### src/rtl/pc_fetch_pkg.sv
// rtl/pc_fetch_pkg.sv - shared state encoding and default constants for the PC fetch unit
package pc_fetch_pkg;

  typedef enum logic [1:0] {
    S_IDLE = 2'b00,
    S_REQ  = 2'b01,
    S_HOLD = 2'b10,
    S_TRAP = 2'b11
  } state_t;

  localparam logic [31:0] DEF_RESET_PC = 32'h0000_0000;
  localparam logic [31:0] DEF_NOP_INST = 32'h0000_0000;
  localparam logic [31:0] DEF_PC_STEP  = 32'd4;
  localparam logic [31:0] ALIGN_MASK   = 32'hFFFF_FFFC;

endpackage

### src/rtl/pc_incr.sv
// rtl/pc_incr.sv - PC + PC_STEP adder feeding the next-PC mux A input
module pc_incr #(
  parameter logic [31:0] PC_STEP = 32'd4
) (
  input  logic [31:0] i_pc,
  output logic [31:0] o_pc4
);

  // Natural 32-bit wrap is intended: 32'hFFFF_FFFC + 4 -> 0.
  assign o_pc4 = i_pc + PC_STEP;

endmodule

### src/rtl/pc_fetch_unit.sv
// rtl/pc_fetch_unit.sv - PC register and request/ack fetch sequencer; PC_FETCH_MISALIGN_TRAP_EN enables the misalign trap
module pc_fetch_unit
  import pc_fetch_pkg::*;
#(
  parameter logic [31:0] RESET_PC = DEF_RESET_PC,
  parameter logic [31:0] NOP_INST = DEF_NOP_INST,
  parameter logic [31:0] PC_STEP  = DEF_PC_STEP
) (
  input  logic        CLK,
  input  logic        RST,
  input  logic [31:0] NPC,
  input  logic        STALL,
  input  logic        FLUSH,
  input  logic        IMEM_ACK,
  input  logic [31:0] IMEM_RDATA,
  output logic [31:0] PC,
  output logic [31:0] PC4,
  output logic        IMEM_REQ,
  output logic [31:0] IMEM_ADDR,
  output logic [31:0] INST,
  output logic        INST_VALID,
  output logic        MISALIGN
);

  state_t      r_state;
  state_t      w_state_nxt;
  logic [31:0] r_pc;
  logic [31:0] w_pc_nxt;
  logic        r_req;
  logic        w_req_nxt;
  logic [31:0] r_inst;
  logic [31:0] w_inst_nxt;
  logic        r_valid;
  logic        w_valid_nxt;
  logic [31:0] w_pc4;
  logic        w_advance;
`ifdef PC_FETCH_MISALIGN_TRAP_EN
  logic        r_misalign;
  logic        w_misalign_nxt;
`endif

  pc_incr #(
    .PC_STEP (PC_STEP)
  ) u_pc_incr (
    .i_pc  (r_pc),
    .o_pc4 (w_pc4)
  );

  // FLUSH outranks STALL; both only matter once an instruction is held.
  assign w_advance = FLUSH || !STALL;

  always_ff @(posedge CLK) begin
    if (RST) begin
      r_state <= S_IDLE;
      r_pc    <= RESET_PC;
      r_req   <= 1'b0;
      r_inst  <= NOP_INST;
      r_valid <= 1'b0;
`ifdef PC_FETCH_MISALIGN_TRAP_EN
      r_misalign <= 1'b0;
`endif
    end else begin
      r_state <= w_state_nxt;
      r_pc    <= w_pc_nxt;
      r_req   <= w_req_nxt;
      r_inst  <= w_inst_nxt;
      r_valid <= w_valid_nxt;
`ifdef PC_FETCH_MISALIGN_TRAP_EN
      r_misalign <= w_misalign_nxt;
`endif
    end
  end

  always_comb begin
    w_state_nxt = r_state;
    w_pc_nxt    = r_pc;
    w_req_nxt   = r_req;
    w_inst_nxt  = r_inst;
    w_valid_nxt = r_valid;
`ifdef PC_FETCH_MISALIGN_TRAP_EN
    w_misalign_nxt = r_misalign;
`endif
    case (r_state)
      S_IDLE: begin
        w_state_nxt = S_REQ;
        w_req_nxt   = 1'b1;
      end
      S_REQ: begin
        // A started bus access always completes; STALL/FLUSH wait for S_HOLD.
        if (IMEM_ACK) begin
          w_inst_nxt  = IMEM_RDATA;
          w_valid_nxt = 1'b1;
          w_req_nxt   = 1'b0;
          w_state_nxt = S_HOLD;
        end
      end
      S_HOLD: begin
        if (w_advance) begin
          w_inst_nxt  = NOP_INST;
          w_valid_nxt = 1'b0;
`ifdef PC_FETCH_MISALIGN_TRAP_EN
          if (NPC[1:0] != 2'b00) begin
            w_misalign_nxt = 1'b1;
            w_pc_nxt       = NPC;
            w_req_nxt      = 1'b0;
            w_state_nxt    = S_TRAP;
          end else begin
            w_pc_nxt    = NPC;
            w_req_nxt   = 1'b1;
            w_state_nxt = S_REQ;
          end
`else
          w_pc_nxt    = NPC & ALIGN_MASK;
          w_req_nxt   = 1'b1;
          w_state_nxt = S_REQ;
`endif
        end
      end
      S_TRAP: begin
        w_req_nxt   = 1'b0;
        w_valid_nxt = 1'b0;
      end
      default: begin
        w_state_nxt = S_IDLE;
      end
    endcase
  end

  assign PC         = r_pc;
  assign PC4        = w_pc4;
  assign IMEM_REQ   = r_req;
  assign IMEM_ADDR  = r_pc;
  assign INST       = r_inst;
  assign INST_VALID = r_valid;
`ifdef PC_FETCH_MISALIGN_TRAP_EN
  assign MISALIGN   = r_misalign;
`else
  assign MISALIGN   = 1'b0;
`endif

endmodule
### config.mk
export PLATFORM = sky130hd
export DESIGN_NAME = pc_fetch_unit
export DESIGN_NICKNAME = d
export VERILOG_FILES = /design/src/rtl/pc_fetch_pkg.sv /design/src/rtl/pc_incr.sv /design/src/rtl/pc_fetch_unit.sv
export SDC_FILE = /design/constraint.sdc
export NUM_CORES = 1
export LEC_CHECK = 0
export CORE_UTILIZATION = 26
export DETAILED_ROUTE_END_ITERATION = 10
export DONT_BUFFER_PORTS = 1
export SLEW_MARGIN = 25
export SYNTH_ARGS = -nofsm -noshare
export SYNTH_HDL_FRONTEND = slang
export SYNTH_SLANG_ARGS = --single-unit
### constraint.sdc
create_clock -name CLK -period 1.95 [get_ports CLK]
set_input_delay 0 -clock CLK [delete_from_list [all_inputs] [get_ports CLK]]
set_output_delay 0 -clock CLK [all_outputs]
set_load 0.05 [all_outputs]
== Word-level counts from Yosys, hierarchy flattened ==
Index checks and enable logic that the tools add are counted.
Word-level totals
  register bits: 66
  output and inout port bits: 131
Operators by class
  $add $sub $neg: 1
  equal/unequal tests: 5
  multiplexer cells: 12
  reduce and logical (&&, ||, !) cells: 11
Operators by type and width (count)
  $mux 32: 2
  $pmux 32 s2: 1
  $add 32x3->32 const B: 1
  $reduce_and 3->1: 3
  $pmux 2 s3: 1
  $reduce_bool 3->1: 2
  $eq 2x2->1 const B: 2
  $mux 1: 4
  $mux 2: 2
  $ne 2x2->1 const B: 2
  $pmux 1 s4: 1
  $reduce_and 2->1: 2
  $pmux 1 s3: 1
  $eq 2x1->1 const B: 1
  $logic_not 2->1: 1
  $reduce_bool 2->1: 1
  $logic_not 1->1: 1
  $logic_or 1x1->1: 1

== Depth between registers and ports, before layout ==
  depth after elaboration: 4
  depth in mapped cells: 6
  mapped depth without buffers: 5

== Hierarchy ==
From an unflattened synthesis, not the netlist that was laid out.
Second synthesis, totals
  cells, all modules: 348
  area total of the unflattened synthesis: 3148.0 um^2
By module, submodules not included
  pc_fetch_unit: instances 1, cells each 265, area an instance 2567.5 um^2, sequential area each 1321.3 um^2
  pc_incr: instances 1, cells each 83, area an instance 580.6 um^2, sequential area each 0.0 um^2

== Worst setup path after synthesis ==
No wires, ideal clock.
  kind: reg2out
  start: register r_pc[2] (netlist: IMEM_ADDR[2])
  end: output port PC4[26]
  data arrival time: 2.544 ns
  required time: 1.950 ns
  slack: -0.594 ns
  cell stages (with the launch flop): 6
  buffers on the path: 0
  cell sequence: dfxtp_1 > ha_1 > nand3_1 > nor4_4 > nand4_1 > xnor2_1
Between the ends
  word-level cells in the longest chain between the ends: 1
Ends and longest elaborated chain
  from (decl): RTL line pc_fetch_unit.sv:27  | logic [31:0] r_pc;
  from (signal assigned): RTL line pc_fetch_unit.sv:64  | r_pc <= w_pc_nxt;
  $add 32x3->32: RTL line pc_incr.sv:10  | assign o_pc4 = i_pc + PC_STEP;
  to (decl): RTL line pc_fetch_unit.sv:17  | output logic [31:0] PC4,
Every way passes these cells.

== Worst setup path after layout ==
Same ends and word-level chain as after synthesis.

==> metrics.txt <==
outcome=finished clean; WL met1=approximately 3.9 mm; Slew Limit Fails=0; critical path type=flip-flop to primary output; Worst path max stage delay=between 0.3 and 0.4 ns; DP Area=0.003913 mm²; Core Rows=39; met3 WL post-DR=662 µm; CTS tree=yes; maximum vdd ir drop=0.4392 mV; Yosys reg bits=66; vias in the first global route=2969; Overflow after GRT=0; post-route minimum period=between 1.5 and 2 ns; yosys warns=0; reg2reg setup slack=roughly 0.29 ns; Mean Syn Cell Area=8.221 µm²; Top Metal Used=met4; final setup vio count=0; number of I/O pins=200; top fanout value on the critical path=8; Compound-Gate Fraction of Synth Area=around 13%; Routed Antenna Nets=0; Synth cell types=32; footprint of the multi-input gates=0.001723 mm²; Worst Skew=0.006103 ns; Pre-Repair DR Iteration Count=6; Crit. Startpoint=IMEM_ADDR[2]$_SDFFE_PP0P_; part of the cycle the worst path needs=a little over nine tenths; DR iter-0 viols=136; initial antenna violation count=0; crit end category=primary output; post-route cell area=0.004967 mm²; total CTS buffers=9; RSZ-0062 raised after global routing=yes; Initial Utilization=26.88%; Hold Crit Class=primary input to flip-flop; crit-path leading delay family=simple AND/OR/NAND/NOR gates; startpoint types=flip-flop; drt total wl=about 9.4 mm; drt drc=0; clk sinks=66; Die Y=110.9 µm; leak pwr=1.982 nW; Slew HR=46.46%; dpl hpwl=6.085 mm; actual slew at the worst max-slew pin=between 0.8 and 0.9 ns; setup TNS=0 ns; mux cell area share after synthesis=0%; Post-Synth XOR/XNOR Area=7.955%; clk buf depth=2; f_max=between 500 and 600 MHz; # fillers=1066; WP depth=7; Hold Vio Cnt, Final=0; share of cells above drive strength 1=a little under 30%; power per standard cell area=765.7 mW/mm²; met2 routed WL=4.713 mm; RR Startpoint=r_state[1]$_SDFFE_PP0P_; DR vias/cell=4.752; FF+latch area=about 0.0014 mm²; Synth Area in Simple Gates=between 20% and 30%; WL/cell=15.26 µm; synthesis-to-finish area growth=61.12%; IO Port Bufs=0; Die W=110.9 µm; synthesized instance count=roughly 380; H-tree Lvls=3; core area=0.01147 mm²; r2r endpoint=INST[17]$_SDFFE_PP0P_; Adder-Cell Fraction of Synth Area=0.4058%; max_cap viols=0; cell area after synthesis=0.003083 mm²; worst skew pair latency=0.32 ns; Root Buffer=clkbuf_16; register area share after synthesis=42.86%; Worst EP required=slightly below 2 ns; CP max-delay cell=dfxtp_4; Clk pin slew, worst setup/hold paths=0.06 ns; Die ar.=0.01230 mm²; largest net degree at the start of global routing=67; Final Net Count=536; gr usage total=14.98%; worst r2r path cells=4; WP buf/inv=2; crit-path cells=ha_4 -> nand3_4 -> nor4_4 -> buf_6 -> nand4_1 -> xnor2_4 -> buf_12; worst endpoint data arrival time=roughly 1.9 ns; crit path to=PC4[26]; largest family of logic cells by synthesized area=simple AND/OR/NAND/NOR gates; first-pass GRT wire length=14.70 mm; gpl congestion=0.7725; final antenna diode count=0; vias=between 2k and 3k
flip-flops by register name, summed over array words and instances, names as in the netlist:
register    flops
IMEM_REQ        1
INST           32
r_state         2
IMEM_ADDR      30
INST_VALID      1
worst min-delay path by stage:
stage,from,endpoint,slack [ns],depth (start not counted)
3_5_place_dp,RST,IMEM_ADDR[11]$_SDFFE_PP0P_,0.07,1
4_1_cts,RST,IMEM_ADDR[5]$_SDFFE_PP0P_,0.01,2
6_report,RST,IMEM_ADDR[18]$_SDFFE_PP0P_,0.03,2
2_1_floorplan,NPC[3],IMEM_ADDR[3]$_SDFFE_PP0P_,0.13,2
3_3_place_gp,RST,IMEM_ADDR[13]$_SDFFE_PP0P_,0.07,1
5_1_grt,RST,IMEM_ADDR[18]$_SDFFE_PP0P_,0.04,2
power breakdown:
part,internal (mW),switching [mW]
Combinational,0.254,0.440
Clock,0.979,0.560
Sequential,1.41,0.162
synthesized netlist by cell type:
cell type / number / share of area (%)
nor4_4: 1 / 0.69
buf_4: 38 / 9.3
conb_1: 1 / 0.12
and2_1: 1 / 0.20
o21ai_0: 1 / 0.16
xnor2_1: 24 / 6.8
clkbuf_1: 14 / 1.7
dfxtp_1: 66 / 43
nand3_1: 12 / 1.9
and3_1: 5 / 1.0
xor2_1: 4 / 1.1
and3b_1: 2 / 0.57
buf_2: 7 / 1.1
clkbuf_2: 1 / 0.16
nor4_1: 1 / 0.20
a21oi_2: 1 / 0.28
nor2_1: 38 / 4.6
nand2_1: 69 / 8.4
nand4_2: 1 / 0.41
nand2b_1: 1 / 0.20
and4_1: 3 / 0.85
inv_1: 3 / 0.37
a22oi_1: 32 / 7.8
and4_2: 1 / 0.32
nor2b_1: 3 / 0.61
nor3b_1: 1 / 0.24
ha_1: 1 / 0.41
nand4_1: 6 / 1.2
a21oi_1: 32 / 5.2
or2_2: 1 / 0.20
nor3_1: 3 / 0.49
and4bb_2: 1 / 0.41
metrics by stage:
step | cells | power [mW] | worst slack (ns) | util [%] | hold slack [ns]
final | 613 | 3.804 | 0.03308 | 43.32 | 0.03232
after global routing | 613 | 3.965 | -0.06258 | 43.32 | 0.03860
after CTS | 611 | 3.845 | -0.007557 | 43.01 | 0.01436
after detailed placement | 527 | 2.150 | 0.1321 | 34.12 | 0.07033
after global placement | 527 | 2.139 | 0.1853 | 34.05 | 0.07059
after floorplan | 381 | 2.067 | 0.03420 | - | 0.1256
timing repair:
action                                  CTS  global route
gates cloned                              0             0
endpoints found under the hold margin    66             0
endpoints found under the setup margin   13             7
buffers inserted                          5             2
resized for setup                         7             5
hold buffers                             64             0
pin swaps                                 5             3
final cells by class:
class	instances	area share (%)
well taps	143	3.602
multi-input cells	252	34.69
clock buffers	10	4.610
flip-flops and latches	66	27.23
inverters	3	0.2267
clock inverters	5	1.134
repair buffers	134	28.51
per-layer routing:
metal,vias up,global-route usage (%)
met5,-,0
met4,0,5.956
met3,11,4.429
met2,158,26.17
met1,1347,17.02
li1,1397,-
cells by family after synthesis:
kind of cell | Yosys count
and+or+nand+nor | 150
DFF | 66
adders and majority gates | 1
xor gates and xnor gates | 28
other | 1
AOI/OAI and AO/OA | 66
buffers and inverters | 63
placed cells by master, fill, tap and decap left out, types with 2 or more instances in the layout:
cell type / instances
nand2_1: 69
dlygate4sd3_1: 63
buf_4: 50
dfxtp_1: 45
nor2_1: 38
a22oi_1: 32
a21oi_1: 32
dfxtp_2: 19
buf_12: 18
xnor2_4: 10
nand3_1: 9
clkbuf_16: 9
xnor2_2: 7
xnor2_1: 7
conb_1: 7
nand4_1: 6
inv_1: 3
and3_1: 3
xor2_2: 3
nor2b_1: 3
nor3_1: 3
dfxtp_4: 2
and4_1: 2
nand3_2: 2
clkinv_2: 2
buf_6: 2
No activity file was read; power rests on OpenSTA's default activity.
